### config.mk
export PLATFORM = sky130hd
export DESIGN_NAME = exception_arbiter_mi
export DESIGN_NICKNAME = d
export VERILOG_FILES = /design/src/rtl/exc_pkg.sv /design/src/rtl/int_sync.sv /design/src/rtl/exception_arbiter_mi.sv
export SDC_FILE = /design/constraint.sdc
export NUM_CORES = 1
export LEC_CHECK = 0
export ABC_AREA = 1
export ABC_CLOCK_PERIOD_IN_PS = 5100
export BUFFER_PORTS_ARGS = -buffer_cell sky130_fd_sc_hd__clkbuf_2
export CORE_AREA = 2 2 140 142
export DETAILED_ROUTE_END_ITERATION = 10
export DIE_AREA = 0 0 142 144
export PLACE_DENSITY = 0.67
export SLEW_MARGIN = 40
export SYNTH_ARGS = -nofsm -noshare
export SYNTH_HDL_FRONTEND = slang
export SYNTH_SLANG_ARGS = --single-unit
### constraint.sdc
create_clock -name clk -period 5.1 [get_ports clk]
set_input_delay 1.02 -clock clk [delete_from_list [all_inputs] [get_ports clk]]
set_output_delay 1.02 -clock clk [all_outputs]
set_load 0.03 [all_outputs]
### src/rtl/exc_pkg.sv
// ----------------------------------------------------------------------------
// exc_pkg: ExcCodes, lane_exc bit positions and FSM states for the exception arbiter.
// Rev 1.0
// ----------------------------------------------------------------------------
`default_nettype none

package exc_pkg;

  localparam logic [4:0] EXC_INT  = 5'h00;
  localparam logic [4:0] EXC_ADEL = 5'h04;
  localparam logic [4:0] EXC_ADES = 5'h05;
  localparam logic [4:0] EXC_SYS  = 5'h08;
  localparam logic [4:0] EXC_BP   = 5'h09;
  localparam logic [4:0] EXC_RI   = 5'h0a;
  localparam logic [4:0] EXC_OV   = 5'h0c;
  localparam logic [4:0] EXC_TR   = 5'h0d;

  localparam int EXC_BITS     = 9;
  localparam int EB_ADEL_IF   = 0;
  localparam int EB_ADEL_DATA = 1;
  localparam int EB_RI        = 2;
  localparam int EB_SYS       = 3;
  localparam int EB_BP        = 4;
  localparam int EB_ADES      = 5;
  localparam int EB_OV        = 6;
  localparam int EB_TR        = 7;
  localparam int EB_ERET      = 8;

  typedef enum logic [1:0] {
    IDLE = 2'd0,
    FIRE = 2'd1,
    HOLD = 2'd2
  } state_e;

endpackage

`default_nettype wire

### src/rtl/int_sync.sv
// ----------------------------------------------------------------------------
// int_sync: SYNC_STAGES-deep flop chain bringing INT_W async lines into clk.
// Rev 1.0
// ----------------------------------------------------------------------------
`default_nettype none

module int_sync #(
  parameter int SYNC_STAGES = 2,
  parameter int INT_W       = 6
) (
  input  logic             clk,
  input  logic             rst,
  input  logic [INT_W-1:0] async_in,
  output logic [INT_W-1:0] sync_out
);

  logic [INT_W-1:0] stage_d [SYNC_STAGES];
  logic [INT_W-1:0] stage_q [SYNC_STAGES];

  always_comb begin
    stage_d[0] = async_in;
    for (int s = 1; s < SYNC_STAGES; s++) stage_d[s] = stage_q[s-1];
  end

  always_ff @(posedge clk or negedge rst) begin
    if (!rst) begin
      for (int s = 0; s < SYNC_STAGES; s++) stage_q[s] <= '0;
    end else begin
      for (int s = 0; s < SYNC_STAGES; s++) stage_q[s] <= stage_d[s];
    end
  end

  assign sync_out = stage_q[SYNC_STAGES-1];

endmodule

`default_nettype wire

### src/rtl/exception_arbiter_mi.sv
// ----------------------------------------------------------------------------
// exception_arbiter_mi: picks the oldest excepting lane, emits a registered
// flush/redirect pulse plus CP0 commit record, then masks a refill window.
// Rev 1.0
// ----------------------------------------------------------------------------
`default_nettype none

module exception_arbiter_mi
  import exc_pkg::*;
#(
  parameter int          LANES       = 2,
  parameter int          INT_W       = 6,
  parameter int          SYNC_STAGES = 2,
  parameter int          HOLD_CYCLES = 2,
  parameter logic [31:0] EXC_VECTOR  = 32'hBFC0_0380,
  localparam int         LW          = (LANES > 1) ? $clog2(LANES) : 1
) (
  input  logic                  clk,
  input  logic                  rst,
  input  logic [INT_W-1:0]      ext_int,
  input  logic [LANES-1:0]      lane_valid,
  input  logic [LANES*9-1:0]    lane_exc,
  input  logic [LANES*32-1:0]   lane_pc,
  input  logic [LANES*32-1:0]   lane_addr,
  input  logic [LANES-1:0]      lane_bd,
  input  logic [31:0]           cp0_status,
  input  logic [31:0]           cp0_cause,
  input  logic [31:0]           cp0_epc,
  output logic                  flush,
  output logic [31:0]           redirect_pc,
  output logic                  except_valid,
  output logic                  eret_valid,
  output logic [4:0]            except_code,
  output logic [LW-1:0]         except_lane,
  output logic [31:0]           except_epc,
  output logic                  except_bd,
  output logic                  badv_we,
  output logic [31:0]           badvaddr,
  output logic                  busy
);

  localparam int             CW        = (HOLD_CYCLES > 1) ? $clog2(HOLD_CYCLES) : 1;
  localparam logic [CW-1:0]  HOLD_LOAD = CW'((HOLD_CYCLES > 0) ? HOLD_CYCLES - 1 : 0);

  logic [INT_W-1:0] int_s;
  logic [5:0]       int_s6;
  logic             int_req;
  logic             unused_bits;

  int_sync #(.SYNC_STAGES(SYNC_STAGES), .INT_W(INT_W)) u_int_sync (
    .clk      (clk),
    .rst      (rst),
    .async_in (ext_int),
    .sync_out (int_s)
  );

  always_comb begin
    int_s6 = '0;
    for (int k = 0; k < INT_W && k < 6; k++) int_s6[k] = int_s[k];
  end

  assign int_req = lane_valid[0] & cp0_status[0] & ~cp0_status[1] &
                   ((|(cp0_status[9:8] & cp0_cause[9:8])) |
                    (|(cp0_status[15:10] & int_s6)) |
                    (cp0_status[30] & cp0_cause[30]));

  assign unused_bits = ^{cp0_status[31], cp0_status[29:16], cp0_status[7:2],
                         cp0_cause[31], cp0_cause[29:10], cp0_cause[7:0]};

  // Scan youngest to oldest so the oldest hit lane overwrites the rest.
  logic [EXC_BITS-1:0] lane_e, win_exc;
  logic                lane_int, win_found, win_int, win_bd;
  logic [LW-1:0]       win_lane;
  logic [31:0]         win_pc, win_addr;

  always_comb begin
    lane_e = '0; lane_int = 1'b0;
    win_found = 1'b0; win_int = 1'b0; win_bd = 1'b0; win_exc = '0;
    win_lane = '0; win_pc = '0; win_addr = '0;
    for (int i = LANES - 1; i >= 0; i--) begin
      lane_e   = lane_exc[9*i +: 9];
      lane_int = (i == 0) && int_req;
      if ((lane_valid[i] && (|lane_e)) || lane_int) begin
        win_found = 1'b1;
        win_int   = lane_int;
        win_exc   = lane_e;
        win_lane  = LW'(i);
        win_pc    = lane_pc[32*i +: 32];
        win_addr  = lane_addr[32*i +: 32];
        win_bd    = lane_bd[i];
      end
    end
  end

  logic [4:0] win_code;
  logic       win_badv, win_eret;

  always_comb begin
    win_code = EXC_INT; win_badv = 1'b0; win_eret = 1'b0;
    if (win_int)                                           win_code = EXC_INT;
    else if (win_exc[EB_ADEL_IF] || win_exc[EB_ADEL_DATA]) begin win_code = EXC_ADEL; win_badv = 1'b1; end
    else if (win_exc[EB_RI])                               win_code = EXC_RI;
    else if (win_exc[EB_SYS])                              win_code = EXC_SYS;
    else if (win_exc[EB_BP])                               win_code = EXC_BP;
    else if (win_exc[EB_ADES])                             begin win_code = EXC_ADES; win_badv = 1'b1; end
    else if (win_exc[EB_OV])                               win_code = EXC_OV;
    else if (win_exc[EB_TR])                               win_code = EXC_TR;
    else                                                   win_eret = win_exc[EB_ERET];
  end

  state_e        state_d, state_q;
  logic [CW-1:0] cnt_d, cnt_q;
  logic          flush_d, flush_q, exv_d, exv_q, eret_d, eret_q, bwe_d, bwe_q, bd_d, bd_q;
  logic [4:0]    code_d, code_q;
  logic [LW-1:0] lane_d, lane_q;
  logic [31:0]   epc_d, epc_q, badv_d, badv_q, redir_d, redir_q;

  always_comb begin
    state_d = state_q; cnt_d = cnt_q;
    flush_d = 1'b0; exv_d = 1'b0; eret_d = 1'b0; bwe_d = 1'b0;
    code_d = code_q; lane_d = lane_q; epc_d = epc_q; bd_d = bd_q;
    badv_d = badv_q; redir_d = redir_q;
    case (state_q)
      IDLE: if (win_found) begin
        state_d = FIRE;
        flush_d = 1'b1;
        exv_d   = ~win_eret;
        eret_d  = win_eret;
        bwe_d   = win_badv;
        code_d  = win_eret ? EXC_INT : win_code;
        lane_d  = win_lane;
        epc_d   = win_bd ? (win_pc - 32'd4) : win_pc;
        bd_d    = win_bd;
        badv_d  = win_exc[EB_ADEL_IF] ? win_pc : win_addr;
        redir_d = win_eret ? cp0_epc : EXC_VECTOR;
      end
      FIRE: begin
        if (HOLD_CYCLES > 0) begin
          state_d = HOLD;
          cnt_d   = HOLD_LOAD;
        end else begin
          state_d = IDLE;
        end
      end
      HOLD: begin
        if (cnt_q == '0) state_d = IDLE;
        else             cnt_d   = cnt_q - 1'b1;
      end
      default: state_d = IDLE;
    endcase
  end

  always_ff @(posedge clk or negedge rst) begin
    if (!rst) begin
      state_q <= IDLE;   cnt_q  <= '0;
      flush_q <= 1'b0;   exv_q  <= 1'b0; eret_q <= 1'b0; bwe_q <= 1'b0;
      code_q  <= '0;     lane_q <= '0;   epc_q  <= '0;   bd_q  <= 1'b0;
      badv_q  <= '0;     redir_q <= '0;
    end else begin
      state_q <= state_d; cnt_q  <= cnt_d;
      flush_q <= flush_d; exv_q  <= exv_d;  eret_q <= eret_d; bwe_q <= bwe_d;
      code_q  <= code_d;  lane_q <= lane_d; epc_q  <= epc_d;  bd_q  <= bd_d;
      badv_q  <= badv_d;  redir_q <= redir_d;
    end
  end

  assign flush        = flush_q;
  assign redirect_pc  = redir_q;
  assign except_valid = exv_q;
  assign eret_valid   = eret_q;
  assign except_code  = code_q;
  assign except_lane  = lane_q;
  assign except_epc   = epc_q;
  assign except_bd    = bd_q;
  assign badv_we      = bwe_q;
  assign badvaddr     = badv_q;
  assign busy         = (state_q == HOLD);

endmodule

`default_nettype wire

# After elaboration in Yosys (flattened, before gate mapping)
# Cells that the tools add are included.
totals:
  ff_bits: 122
classes:
  add_sub_neg: 2
  n_eq_ne: 4
  mux: 51
  n_bitwise: 10
  n_reduce_logical: 12
ops:
  columns: ["op", "n"]
  rows:
  - ["32-bit two-way mux", 7]
  - ["4-bit two-way mux", 8]
  - ["32-bit by 3-bit subtractor with 32-bit output (second input constant)", 1]
  - ["1-bit two-way mux", 29]
  - ["9-bit two-way mux", 2]
  - ["9-bit OR reduction", 2]
  - ["6-bit bitwise AND", 1]
  - ["2-bit case mux with 3 select lines", 1]
  - ["6-bit OR reduction", 1]
  - ["5-bit two-way mux", 1]
  - ["1-bit bitwise AND", 4]
  - ["2-bit two-way mux", 2]
  - ["2-bit != test (second input constant)", 2]
  - ["2-bit AND reduction", 2]
  - ["2-bit bitwise AND", 1]
  - ["2-bit by 1-bit equality test with 1-bit output (second input constant)", 1]
  - ["2-bit equality test (second input constant)", 1]
  - ["1-bit logical AND", 2]
  - ["2-bit zero test", 1]
  - ["1-bit logical OR", 2]
  - ["1-bit NOT", 2]
  - ["1-bit bitwise OR", 2]
  - ["1-bit case mux with 2 select lines", 1]
  - ["2-bit nonzero test", 1]
  - ["other kinds (2)", 2]

# Depth between registers and ports, before layout
depth:
  depth_word: 18
  depth_mapped: 20

# Hierarchy
# Synthesis repeated with hierarchy kept, for this count alone.
unflattened:
  cells_unflattened: 961
  area_unflattened_um2: 6912.9
modules_own_cells:
  columns: ["mod", "n_inst", "cells_each", "area_each_um2"]
  rows:
  - ["exception_arbiter_mi", 1, 949, 6612.6]
  - ["int_sync", 1, 12, 300.3]

# Worst setup path before layout
# No wires, ideal clock.
synth_timing:
  path_type: "in2reg"
  start: "input lane_exc[2]"
  end: "register epc_q[26] (netlist: except_epc[26])"
  setup_time_ps: 117
  arrival_time_ps: 2862
  required_time_ps: 4983
  slack_ps: 2120
  cell_stages: 17
  path_cell_list: "nor3_1 > nand3_1 > nand2_2 > nand2_2 > buf_6 > buf_6 > nand2_1 > o21ai_2 > inv_1 > ha_1 > inv_1 > nor2_1 > nand3_1 > nor2_1 > nand3_1 > nand3_1 > nand2_1"
synth_via:
  elab_chain_len: 6
  elab_cells_between_ends: 9
  classes_between: "add/sub (1); mux (4); reduce/logical (4)"
synth_lines:
  columns: ["item", "line", "source"]
  rows:
  - ["start, declared", "exception_arbiter_mi.sv:22", "input logic [LANES*9-1:0] lane_exc,"]
  - ["9-bit OR reduction *", "exception_arbiter_mi.sv:83", "if ((lane_valid[i] && (|lane_e)) || lane_int) begin"]
  - ["1-bit logical AND *", "exception_arbiter_mi.sv:83", null]
  - ["1-bit logical OR *", "exception_arbiter_mi.sv:83", null]
  - ["32-bit two-way mux", "exception_arbiter_mi.sv:83", null]
  - ["32-bit by 3-bit subtractor with 32-bit output", "exception_arbiter_mi.sv:132", "epc_d = win_bd ? (win_pc - 32'd4) : win_pc;"]
  - ["32-bit two-way mux", "exception_arbiter_mi.sv:132", null]
  - ["end signal, assigned", "exception_arbiter_mi.sv:157", "code_q <= '0; lane_q <= '0; epc_q <= '0; bd_q <= 1'b0;"]
  - ["end signal, assigned", "exception_arbiter_mi.sv:162", "code_q <= code_d; lane_q <= lane_d; epc_q <= epc_d; bd_q <= bd_d;"]
  - ["end, declared", "exception_arbiter_mi.sv:116", "logic [31:0] epc_d, epc_q, badv_d, badv_q, redir_d, redir_q;"]
# Mark *: on every way between the ends. The rest lies on a longest branch, timed or not.
# A chain may end at the register's enable or synchronous reset.

# Worst setup path in the final report
layout_timing:
  start: "input lane_exc[6]"
  end: "register redir_q[0] (netlist: redirect_pc[0])"
layout_via:
  elab_chain_len: 13
  elab_cells_between_ends: 17
  classes_between: "mux (12); reduce/logical (5)"
layout_lines:
  columns: ["item", "line", "source"]
  rows:
  - ["9-bit OR reduction", "exception_arbiter_mi.sv:83", null]
  - ["1-bit logical AND", "exception_arbiter_mi.sv:83", null]
  - ["1-bit logical OR", "exception_arbiter_mi.sv:83", null]
  - ["9-bit two-way mux", "exception_arbiter_mi.sv:83", null]
  - ["1-bit two-way mux", "exception_arbiter_mi.sv:107", "else if (win_exc[EB_TR]) win_code = EXC_TR;"]
  - ["1-bit two-way mux", "exception_arbiter_mi.sv:106", "else if (win_exc[EB_OV]) win_code = EXC_OV;"]
  - ["1-bit two-way mux", "exception_arbiter_mi.sv:105", "else if (win_exc[EB_ADES]) begin win_code = EXC_ADES; win_badv = 1'b1; end"]
  - ["1-bit two-way mux", "exception_arbiter_mi.sv:104", "else if (win_exc[EB_BP]) win_code = EXC_BP;"]
  - ["1-bit two-way mux", "exception_arbiter_mi.sv:103", "else if (win_exc[EB_SYS]) win_code = EXC_SYS;"]
  - ["1-bit two-way mux", "exception_arbiter_mi.sv:102", "else if (win_exc[EB_RI]) win_code = EXC_RI;"]
  - ["1-bit two-way mux", "exception_arbiter_mi.sv:101", "else if (win_exc[EB_ADEL_IF] || win_exc[EB_ADEL_DATA]) begin win_code = EXC_ADEL; win_badv = 1'b1; end"]
  - ["1-bit two-way mux", "exception_arbiter_mi.sv:100", "if (win_int) win_code = EXC_INT;"]
  - ["32-bit two-way mux", "exception_arbiter_mi.sv:135", "redir_d = win_eret ? cp0_epc : EXC_VECTOR;"]
  - ["end signal, assigned", "exception_arbiter_mi.sv:163", "badv_q <= badv_d; redir_q <= redir_d;"]
  - ["end, declared", "exception_arbiter_mi.sv:116", null]
# Parallel ways exist; a longest one is shown, timed or not.

==> impl_metrics.json <==
{
  "fin_worst_skew_ns": 0.0120,
  "ys_seq_area_share_pct": 43.9,
  "swShare_pct": 44.2,
  "grtUsageTotal_pct": 23.9,
  "root_buffer": "clkbuf_16",
  "slew_headroom_pct": 44.3,
  "switching_power_uw": 1980,
  "status": "complete, no violations",
  "cap_violations": 0,
  "first_global_vias": 7258,
  "synth-main-ff-cell": "dfrtp_1",
  "power_uw": 4480,
  "ys_types": 36,
  "min_period_over_period_pct": 70.4,
  "clkSinkCount": 121,
  "clk_pin_slew_ns": 0.06,
  "grt_start_max_net_pins": 68,
  "totalWireLength_mm": 24.2,
  "final_common_cell": "nand2_1",
  "p_seq_share_pct": 31.7,
  "die_x_um": 142,
  "setup_viol": 0,
  "ctsHtreeMaxLevel": 4,
  "worst_slew_pin_slew_ns": 0.827,
  "io_pins": 362,
  "syn_area_mm2": 0.00690,
  "syn2layout_area_growth_pct": 32.9,
  "cts_setup_buffers": 0,
  "first_iter_violations": 459,
  "dieArea_mm2": 0.0204,
  "r2r_cells": 16,
  "gp_congestion": 0.878,
  "syn_nets": 1234,
  "numCtsBuffers": 17,
  "ff_latch_area_mm2": 0.00303,
  "final_cell_mix": "nand2_1, clkbuf_2, dfrtp_1",
  "crit_fanout": 50,
  "post-place-ws_ns": 1.00,
  "ys_top_cells_by_area": "dfrtp_1, nand2_1, nand3_1",
  "setup_slack_ns": 1.51,
  "hp-class": "reg -> reg",
  "arrival_ns": 3.95,
  "yosysTopAreaCell": "dfrtp_1",
  "start_util_pct": 36.1,
  "antenna_found_initial": 0,
  "multi_input_area_mm2": 0.00334,
  "cts-hold-fix-buffers": 0,
  "vdd_drop_max_mv": 0.220,
  "yosys_warnings": 0,
  "period_needed_ns": 3.59,
  "cts_tree": "done",
  "synth_edf_count": 0,
  "n_fill_cell": 1950,
  "pwr-share-clk_pct": 26.2,
  "rsz0062_at_grt": "no",
  "wire_per_inst_um": 16.0,
  "critical_path_class": "in -> reg",
  "cts_resized": 0,
  "drtAntennaViolNets": 0,
  "fmax_mhz": 278,
  "whs_path_depth": 0,
  "synth-seq-cells": 121,
  "place.port_buffers": 310,
  "synthArstFlopShare_pct": 100,
  "netlist.area_leader.share_pct": 43.9,
  "hpwlAfterDp_mm": 18.6,
  "drt-vias-per-instance": 4.97,
  "fin_setup_tns_ns": 0,
  "power_frac_comb_pct": 42.2,
  "grt_pass1_wl_mm": 37.6,
  "required_ns": 5.45,
  "p_per_area_mw_per_mm2": 489,
  "drc": 0,
  "cp-end-kind": "flip-flop",
  "num_antenna_cells": 0,
  "coreArea_mm2": 0.0191,
  "route.vias.total": 7531,
  "avgSynthCellArea_um2": 7.06,
  "hold_violations": 0,
  "critPathLaunchType": "input port",
  "layout.nets": 1524,
  "fp-row-count": 51,
  "intPower_uw": 2500,
  "grt_overflow": 0,
  "drtPass1Iterations": 5,
  "clockBufferDepth": 2,
  "slew_viol_final": 0,
  "insertion_delay_ns": 0.42,
  "drive_gt1_share_pct": 29.1,
  "dieHeight_um": 144,
  "syn_inst": 976,
  "cellLeakagePower_uw": 0.00512
}
==> layout make-up <==
cell class / instances / share of cell area (%)
Multi-Input combinational cell: 727 / 36.5
Sequential cell: 121 / 33.0
Timing Repair Buffer: 320 / 17.8
Clock buffer: 19 / 4.83
Tap cell: 238 / 3.25
Inverter: 79 / 3.24
Clock inverter: 12 / 1.39
==> critical path: stages <==
cell      delay [ns]
clkbuf_2        0.10
nor2_1          0.04
and2_1          0.14
nand3_1         0.09
nand2_2         0.08
nand2_4         0.44
inv_1           0.27
nand2_1         0.17
o21ai_0         0.12
inv_1           0.10
nand3_1         0.11
nor2_1          0.15
nand3_1         0.40
inv_2           0.48
nand2_1         0.14
nand2_1         0.09
==> stage by stage <==
stage | std cells | utilization [%] | instance area, um^2 | hold WS, ns
floorplan | 976 | - | 6900 | 0.331
global placement | 1485 | 45.0 | 8590 | 0.331
detailed placement | 1485 | 45.0 | 8590 | 0.335
CTS | 1516 | 48.0 | 9160 | 0.347
global route | 1516 | 48.0 | 9160 | 0.354
finish | 1516 | 48.0 | 9160 | 0.347
==> synthesized netlist by cell type (2+ instances only) <==
master / instances
a21oi_1: 22
a221oi_1: 2
a22o_1: 26
a22oi_1: 8
a31oi_1: 2
and2_1: 4
buf_1: 2
buf_2: 14
buf_4: 2
buf_6: 5
clkbuf_1: 26
dfrtp_1: 121
ha_1: 4
inv_1: 76
inv_2: 3
nand2_1: 338
nand2_2: 5
nand3_1: 90
nand4_1: 10
nor2_1: 109
nor2_2: 8
nor3_1: 3
o211ai_1: 2
o21ai_0: 75
o21ai_1: 4
o22ai_1: 2
xor2_1: 4
==> flip-flops by register name, indices dropped and copies added (netlist names) <==
signal	flops
badvaddr	32
except_valid	1
except_epc	32
redirect_pc	32
u_int_sync.stage_d	6
state_q	2
u_int_sync.sync_out	6
except_lane	1
flush	1
badv_we	1
except_code	4
cnt_q	1
eret_valid	1
except_bd	1
==> power groups by stage <==
stage / logic, uW / clock network [uW] / registers, uW
3_5_place_dp: 1910 / 0 / 1430
5_1_grt: 2060 / 1250 / 1450
2_1_floorplan: 697 / 0 / 1980
6_report: 1890 / 1170 / 1420
4_1_cts: 1920 / 1190 / 1420
3_3_place_gp: 1890 / 0 / 1430
==> metal layers <==
layer / global-route usage [%] / up-vias / wire length (um)
met3: 5.60 / 42 / 1750
met5: 0 / - / 0
met2: 41.0 / 329 / 11500
met4: 9.21 / 0 / 656
met1: 29.4 / 3435 / 10200
li1: - / 3725 / -
==> logic make-up after synthesis <==
kind of cell    Yosys count  share of synthesized area [%]
buf+inv                 128                           7.88
fa+ha+maj                 4                          0.726
other cells               1                         0.0544
compound gates          149                           13.2
flops                   121                           43.9
simple gates            568                           33.6
xor+xnor                  5                          0.635
==> path summary, 6_finish.rpt <==
| path | startpoint | to | slack [ns] |
|---|---|---|---|
| max in group asynchronous | rst | except_epc[1] | 3.53 |
| setup reg to reg | u_int_sync.sync_out[2] | redirect_pc[0] | 1.93 |
| hold / removal | u_int_sync.stage_d[4] | u_int_sync.sync_out[4] | 0.35 |
| hold reg to reg | u_int_sync.stage_d[4] | u_int_sync.sync_out[4] | 0.35 |
| setup / recovery | lane_exc[6] | redirect_pc[0] | 1.51 |
| min in group asynchronous | rst | redirect_pc[1] | 0.62 |
No activity file was read; power rests on OpenSTA's default activity.
